### src/rtl/riscv_icache.sv
// Direct-mapped, read-only instruction cache: zero-wait hits, 128-bit line refill on a miss
// with proc_stall held from the miss-detect cycle through the mem_ready cycle.
module riscv_icache #(
    parameter int INDEX_W = 3,
    parameter int TAG_W   = 30 - 2 - INDEX_W
) (
    input  logic         clk,
    input  logic         rst_n,
    input  logic         proc_read,
    input  logic         proc_write,
    input  logic [29:0]  proc_addr,
    input  logic [31:0]  proc_wdata,
    output logic [31:0]  proc_rdata,
    output logic         proc_stall,
    output logic         mem_read,
    output logic         mem_write,
    output logic [27:0]  mem_addr,
    output logic [127:0] mem_wdata,
    input  logic [127:0] mem_rdata,
    input  logic         mem_ready
);
    localparam int LINES = 1 << INDEX_W;

    typedef enum logic {IDLE, FETCH} state_t;

    state_t             state_q, state_d;
    logic [LINES-1:0]   valid_q;
    logic [TAG_W-1:0]   tag_q  [LINES];
    logic [127:0]       data_q [LINES];

    logic [INDEX_W-1:0] req_index;
    logic [TAG_W-1:0]   req_tag;
    logic [1:0]         req_word;
    logic [INDEX_W-1:0] fill_index;
    logic [TAG_W-1:0]   fill_tag;
    logic               hit;
    logic               miss;
    logic               fill;
    logic               unused_inputs;

    assign req_word  = proc_addr[1:0];
    assign req_index = proc_addr[INDEX_W+1:2];
    assign req_tag   = proc_addr[29:INDEX_W+2];

    // The fill targets the latched miss address, so a wandering proc_addr cannot redirect it.
    assign fill_index = mem_addr[INDEX_W-1:0];
    assign fill_tag   = mem_addr[27:INDEX_W];

    assign hit        = proc_read && valid_q[req_index] && (tag_q[req_index] == req_tag);
    assign proc_rdata = data_q[req_index][{req_word, 5'd0} +: 32];

    assign mem_write     = 1'b0;
    assign mem_wdata     = '0;
    assign unused_inputs = ^{proc_write, proc_wdata};

    // NOTE: every signal driven here gets a default first so no path can infer a latch.
    always_comb begin
        state_d    = state_q;
        proc_stall = 1'b0;
        mem_read   = 1'b0;
        miss       = 1'b0;
        fill       = 1'b0;
        case (state_q)
            IDLE: begin
                if (proc_read && !hit) begin
                    miss       = 1'b1;
                    proc_stall = 1'b1;
                    state_d    = FETCH;
                end
            end
            FETCH: begin
                mem_read   = 1'b1;
                proc_stall = 1'b1;
                if (mem_ready) begin
                    fill    = 1'b1;
                    state_d = IDLE;
                end
            end
        endcase
    end

    // NOTE: sequential state uses non-blocking assignments so all registers update together.
    always_ff @(posedge clk or negedge rst_n) begin
        if (!rst_n) begin
            state_q  <= IDLE;
            valid_q  <= '0;
            mem_addr <= '0;
        end else begin
            state_q <= state_d;
            if (miss) mem_addr <= proc_addr[29:2];
            if (fill) valid_q[fill_index] <= 1'b1;
        end
    end

    // NOTE: tag and data arrays are deliberately left unreset; valid_q alone qualifies them.
    always_ff @(posedge clk) begin
        if (fill) begin
            tag_q[fill_index]  <= fill_tag;
            data_q[fill_index] <= mem_rdata;
        end
    end
endmodule

### config.mk
export PLATFORM = sky130hd
export DESIGN_NAME = riscv_icache
export DESIGN_NICKNAME = d
export VERILOG_FILES = /design/src/rtl/riscv_icache.sv
export SDC_FILE = /design/constraint.sdc
export NUM_CORES = 1
export LEC_CHECK = 0
export ABC_AREA = 0
export BUFFER_PORTS_ARGS = -buffer_cell sky130_fd_sc_hd__buf_2
export CAP_MARGIN = 30
export CORE_ASPECT_RATIO = 0.6
export CORE_UTILIZATION = 60
export DETAILED_ROUTE_END_ITERATION = 8
export PLACE_DENSITY = 0.89
export SLEW_MARGIN = 20
export SYNTH_ARGS = -nofsm -noshare
export SYNTH_HDL_FRONTEND = slang
export SYNTH_SLANG_ARGS = --single-unit
### constraint.sdc
create_clock -name clk -period 32.6 [get_ports clk]
set_input_delay 6.52 -clock clk [delete_from_list [all_inputs] [get_ports clk]]
set_output_delay 6.52 -clock clk [all_outputs]
set_load 0.01 [all_outputs]
==> results by group <==
Pwr
  – Pwr Density: 63.2 mW/mm2
  – Peak VDD IR: 0.0000566 V
  – Leakage Power: 17.7 nW
  – Tot Pwr: 3.45 mW

Die
  – Die X: 370 um
  – Die height: 223 um
  – Row count: 80
  – CORE AREA: 0.0801 mm2
  – IO Count: 386
  – Die ar.: 0.0826 mm2
  – Starting Density: 61.0%

Timing
  – Tcrit/Tclk final: 53.8%
  – Setup TNS: 0 ps
  – Number of setup violations in the final report: 0
  – Clock Skew: 42.7 ps
  – Fin. Hold Viols: 0
  – Slew Viols, Final: 0
  – Worst-Margin Slew: 1090 ps
  – Worst setup margin: 15060 ps
  – Slew margin rel.: 27.1%
  – Tmin final: 17540 ps
  – RSZ-0062 raised after global routing: false
  – Fmax: 57.0 MHz

Global route
  – Largest net degree at the start of global routing: 192
  – First-pass GRT wire length: 151 mm
  – Total track usage: 25.5%
  – Initial antenna violation count: 20
  – Vias in the first global route: 22700
  – Grt total ovfl: 0

Routing
  – DRT antenna net count: 0
  – Via/cell ratio: 6.27
  – DRC Markers: 0
  – Routed via count: 21800
  – First-pass DRT Iterations: 5
  – Avg WL per Cell: 30.0 um
  – Initial DRC count: 2228
  – Detailed Route WL: 104 mm

Finish
  – Design Area, Final: 0.0546 mm2
  – Reg area: 0.0377 mm2
  – Final Util: 68.2%
  – Nets: 2498
  – Area of the multi-input gates: 0.0103 mm2
  – Area Growth Syn to Fin: 11.8%
  – Share of cells above drive strength 1: 36.9%
  – Fillers: 4679

Clock tree
  – CTS clock-pin slew for the worst setup and hold paths: 60 ps
  – Bufs on Longest Clock Path: 3
  – CTS buffer count: 104
  – Clock insertion delay at the later pin of the skew report: 720 ps
  – CTS tree: built
  – Clock sinks: 1261
  – H-tree levels: 3
  – Setup Buffers After CTS: 0
  – Root buffer cell: clkbuf_16
  – Post-CTS sizing: 0
  – Hold-fix buffers, CTS: 0

Placement
  – DP HPWL: 55.7 mm
  – Placed cell area: 0.0509 mm2
  – Number of port buffers: 223
  – Dpl ws: 15270 ps
  – RePlAce Congestion: 0.758

Setup path
  – CP arrival: 11020 ps
  – Critical Path Start Type: primary input
  – R2R depth: 9
  – Crit. path cell count: 11
  – Worst Path Required: 26080 ps
  – Delay-heaviest family, CP: buffers and inverters
  – Critical setup path kind: in2out
  – Crit-path max FO: 116
  – Critical Path Max Stage Delay: 780 ps
  – Worst Path Buf+Inv: 4
  – CP endpoint kind: primary output
  – Critical path, cell by cell: buf_8 -> buf_12 -> buf_16 -> mux4_2 -> mux2i_1 -> xnor2_1 -> nor4_1 -> nand4_1 -> o21ai_0 -> nand2_1 -> buf_2
  – Slowest CP cell: nor4_1

Worst hold path
  – Hold Crit Class: reg2reg
  – Hold depth: 1

Synth
  – Mapped Cells: 2024
  – Post-synth EDFFs: 1224
  – Syn_area_per_cell: 24.1 um2
  – Prevailing post-synth register cell: edfxtp_1
  – Fraction of registers with async set/reset: 2.93%
  – Unique masters post-synth: 33
  – Sequential area share after synthesis: 77.1%
  – Mapped Area: 0.0489 mm2
  – Synth warn: 0
  – Seq cells post-synth: 1261

Flow run
  – Max Cap Viol: 0

Status
  – Status: finished clean
## area by class of cell
class	instances	share of cell area [%]
Clock buffer	125	5.06
Multi-Input combinational cell	667	18.9
Sequential cell	1261	69.0
Timing Repair Buffer	268	3.14
Tap cell	1066	2.44
Clock inverter	71	1.45
Inverter	1	0.00687
Antenna cell	14	0.0641
## registers in the layout, indices dropped and copies added (netlist names)
name,flops
tag_q,200
valid_q,8
mem_addr,28
state_q,1
data_q,1024
## routing by layer
layer | share of wire, % | vias to the layer above | global-route usage [%]
met5 | 0.060 | - | 0
met4 | 1.9 | 8 | 6.19
met3 | 7.8 | 153 | 5.41
met2 | 53 | 953 | 43.7
met1 | 37 | 11700 | 33.8
li1 | - | 8922 | -
## per-stage QoR
step / hold WS [ps] / std cells
floorplan: 434 / 2152
global placement: 445 / 3251
detailed placement: 452 / 3255
CTS: 468 / 3451
global route: 487 / 3464
finish: 464 / 3473
## power by group
part | internal [mW] | total [mW] | leakage, nW | switching (mW)
Sequential | 1.86 | 1.90 | 11.5 | 0.0356
Clock | 0.722 | 1.30 | 1.73 | 0.577
Combinational | 0.107 | 0.253 | 4.50 | 0.146
## Yosys cell counts (7+ instances only)
cell      count  area, um2
mux2i_1      21        210
mux2_1        9        101
mux4_2      366       8240
dfrtp_1      37        926
buf_1        33        124
buf_4       130        976
edfxtp_1   1224      36800
clkbuf_1     40        150
or2_2         9       56.3
nor4_1        7       43.8
mux2_2       60        676
buf_2        14       70.1
xnor2_1      21        184
## worst reg2reg max path, delay by kind of cell (launching register included)
family,cells,cell delay [ps]
simple gates,2,1180
mux,3,1090
flops,1,380
buf+inv,2,500
compound gates,1,420
xor+xnor,1,140
## worst paths after layout
check,start,to,slack [ps]
worst max-delay path,proc_addr[3],proc_stall,15060
worst min-delay path,valid_q[6],valid_q[6],460
worst max register to register,tag_q[1][22],mem_addr[9],28780
worst min register to register,valid_q[6],valid_q[6],460
max in group asynchronous,rst_n,mem_addr[18],26340
min in group asynchronous,rst_n,mem_addr[6],5790
## cell usage in the layout, fill, tap and decap left out, types with 4 or more instances in the layout
master,netlist,layout
mux2_1,9,9
xnor2_1,21,21
nor2_4,0,6
edfxtp_1,1224,1224
clkbuf_16,0,105
dfrtp_1,37,37
clkinv_4,0,5
nand2b_1,5,5
buf_2,14,219
mux2i_1,21,21
o22ai_1,4,4
mux2_2,60,60
mux4_2,366,366
clkinv_2,0,25
diode_2,0,14
clkinv_1,0,10
conb_1,1,129
clkinvlp_4,0,9
nor4_1,7,7
buf_4,130,31
inv_6,0,5
bufinv_16,0,14
nand2_1,4,4
clkbuf_8,0,6
clkbuf_1,40,14
a211oi_1,4,4
buf_16,0,7
or2_2,9,9
nor2b_1,4,4
buf_12,0,7
## logic make-up (layout without fill, tap and decap cells)
logic type | count (synthesis) | in the layout | synth area share [%]
and+or+nand+nor | 46 | 46 | 0.533
other | 1 | 143 | 0.00768
DFF | 1261 | 1261 | 77.1
muxes | 456 | 456 | 18.9
AOI/OAI and AO/OA | 15 | 15 | 0.215
buffers and inverters | 224 | 465 | 2.86
xor gates and xnor gates | 21 | 21 | 0.376
No activity file was read; power rests on OpenSTA's default activity.
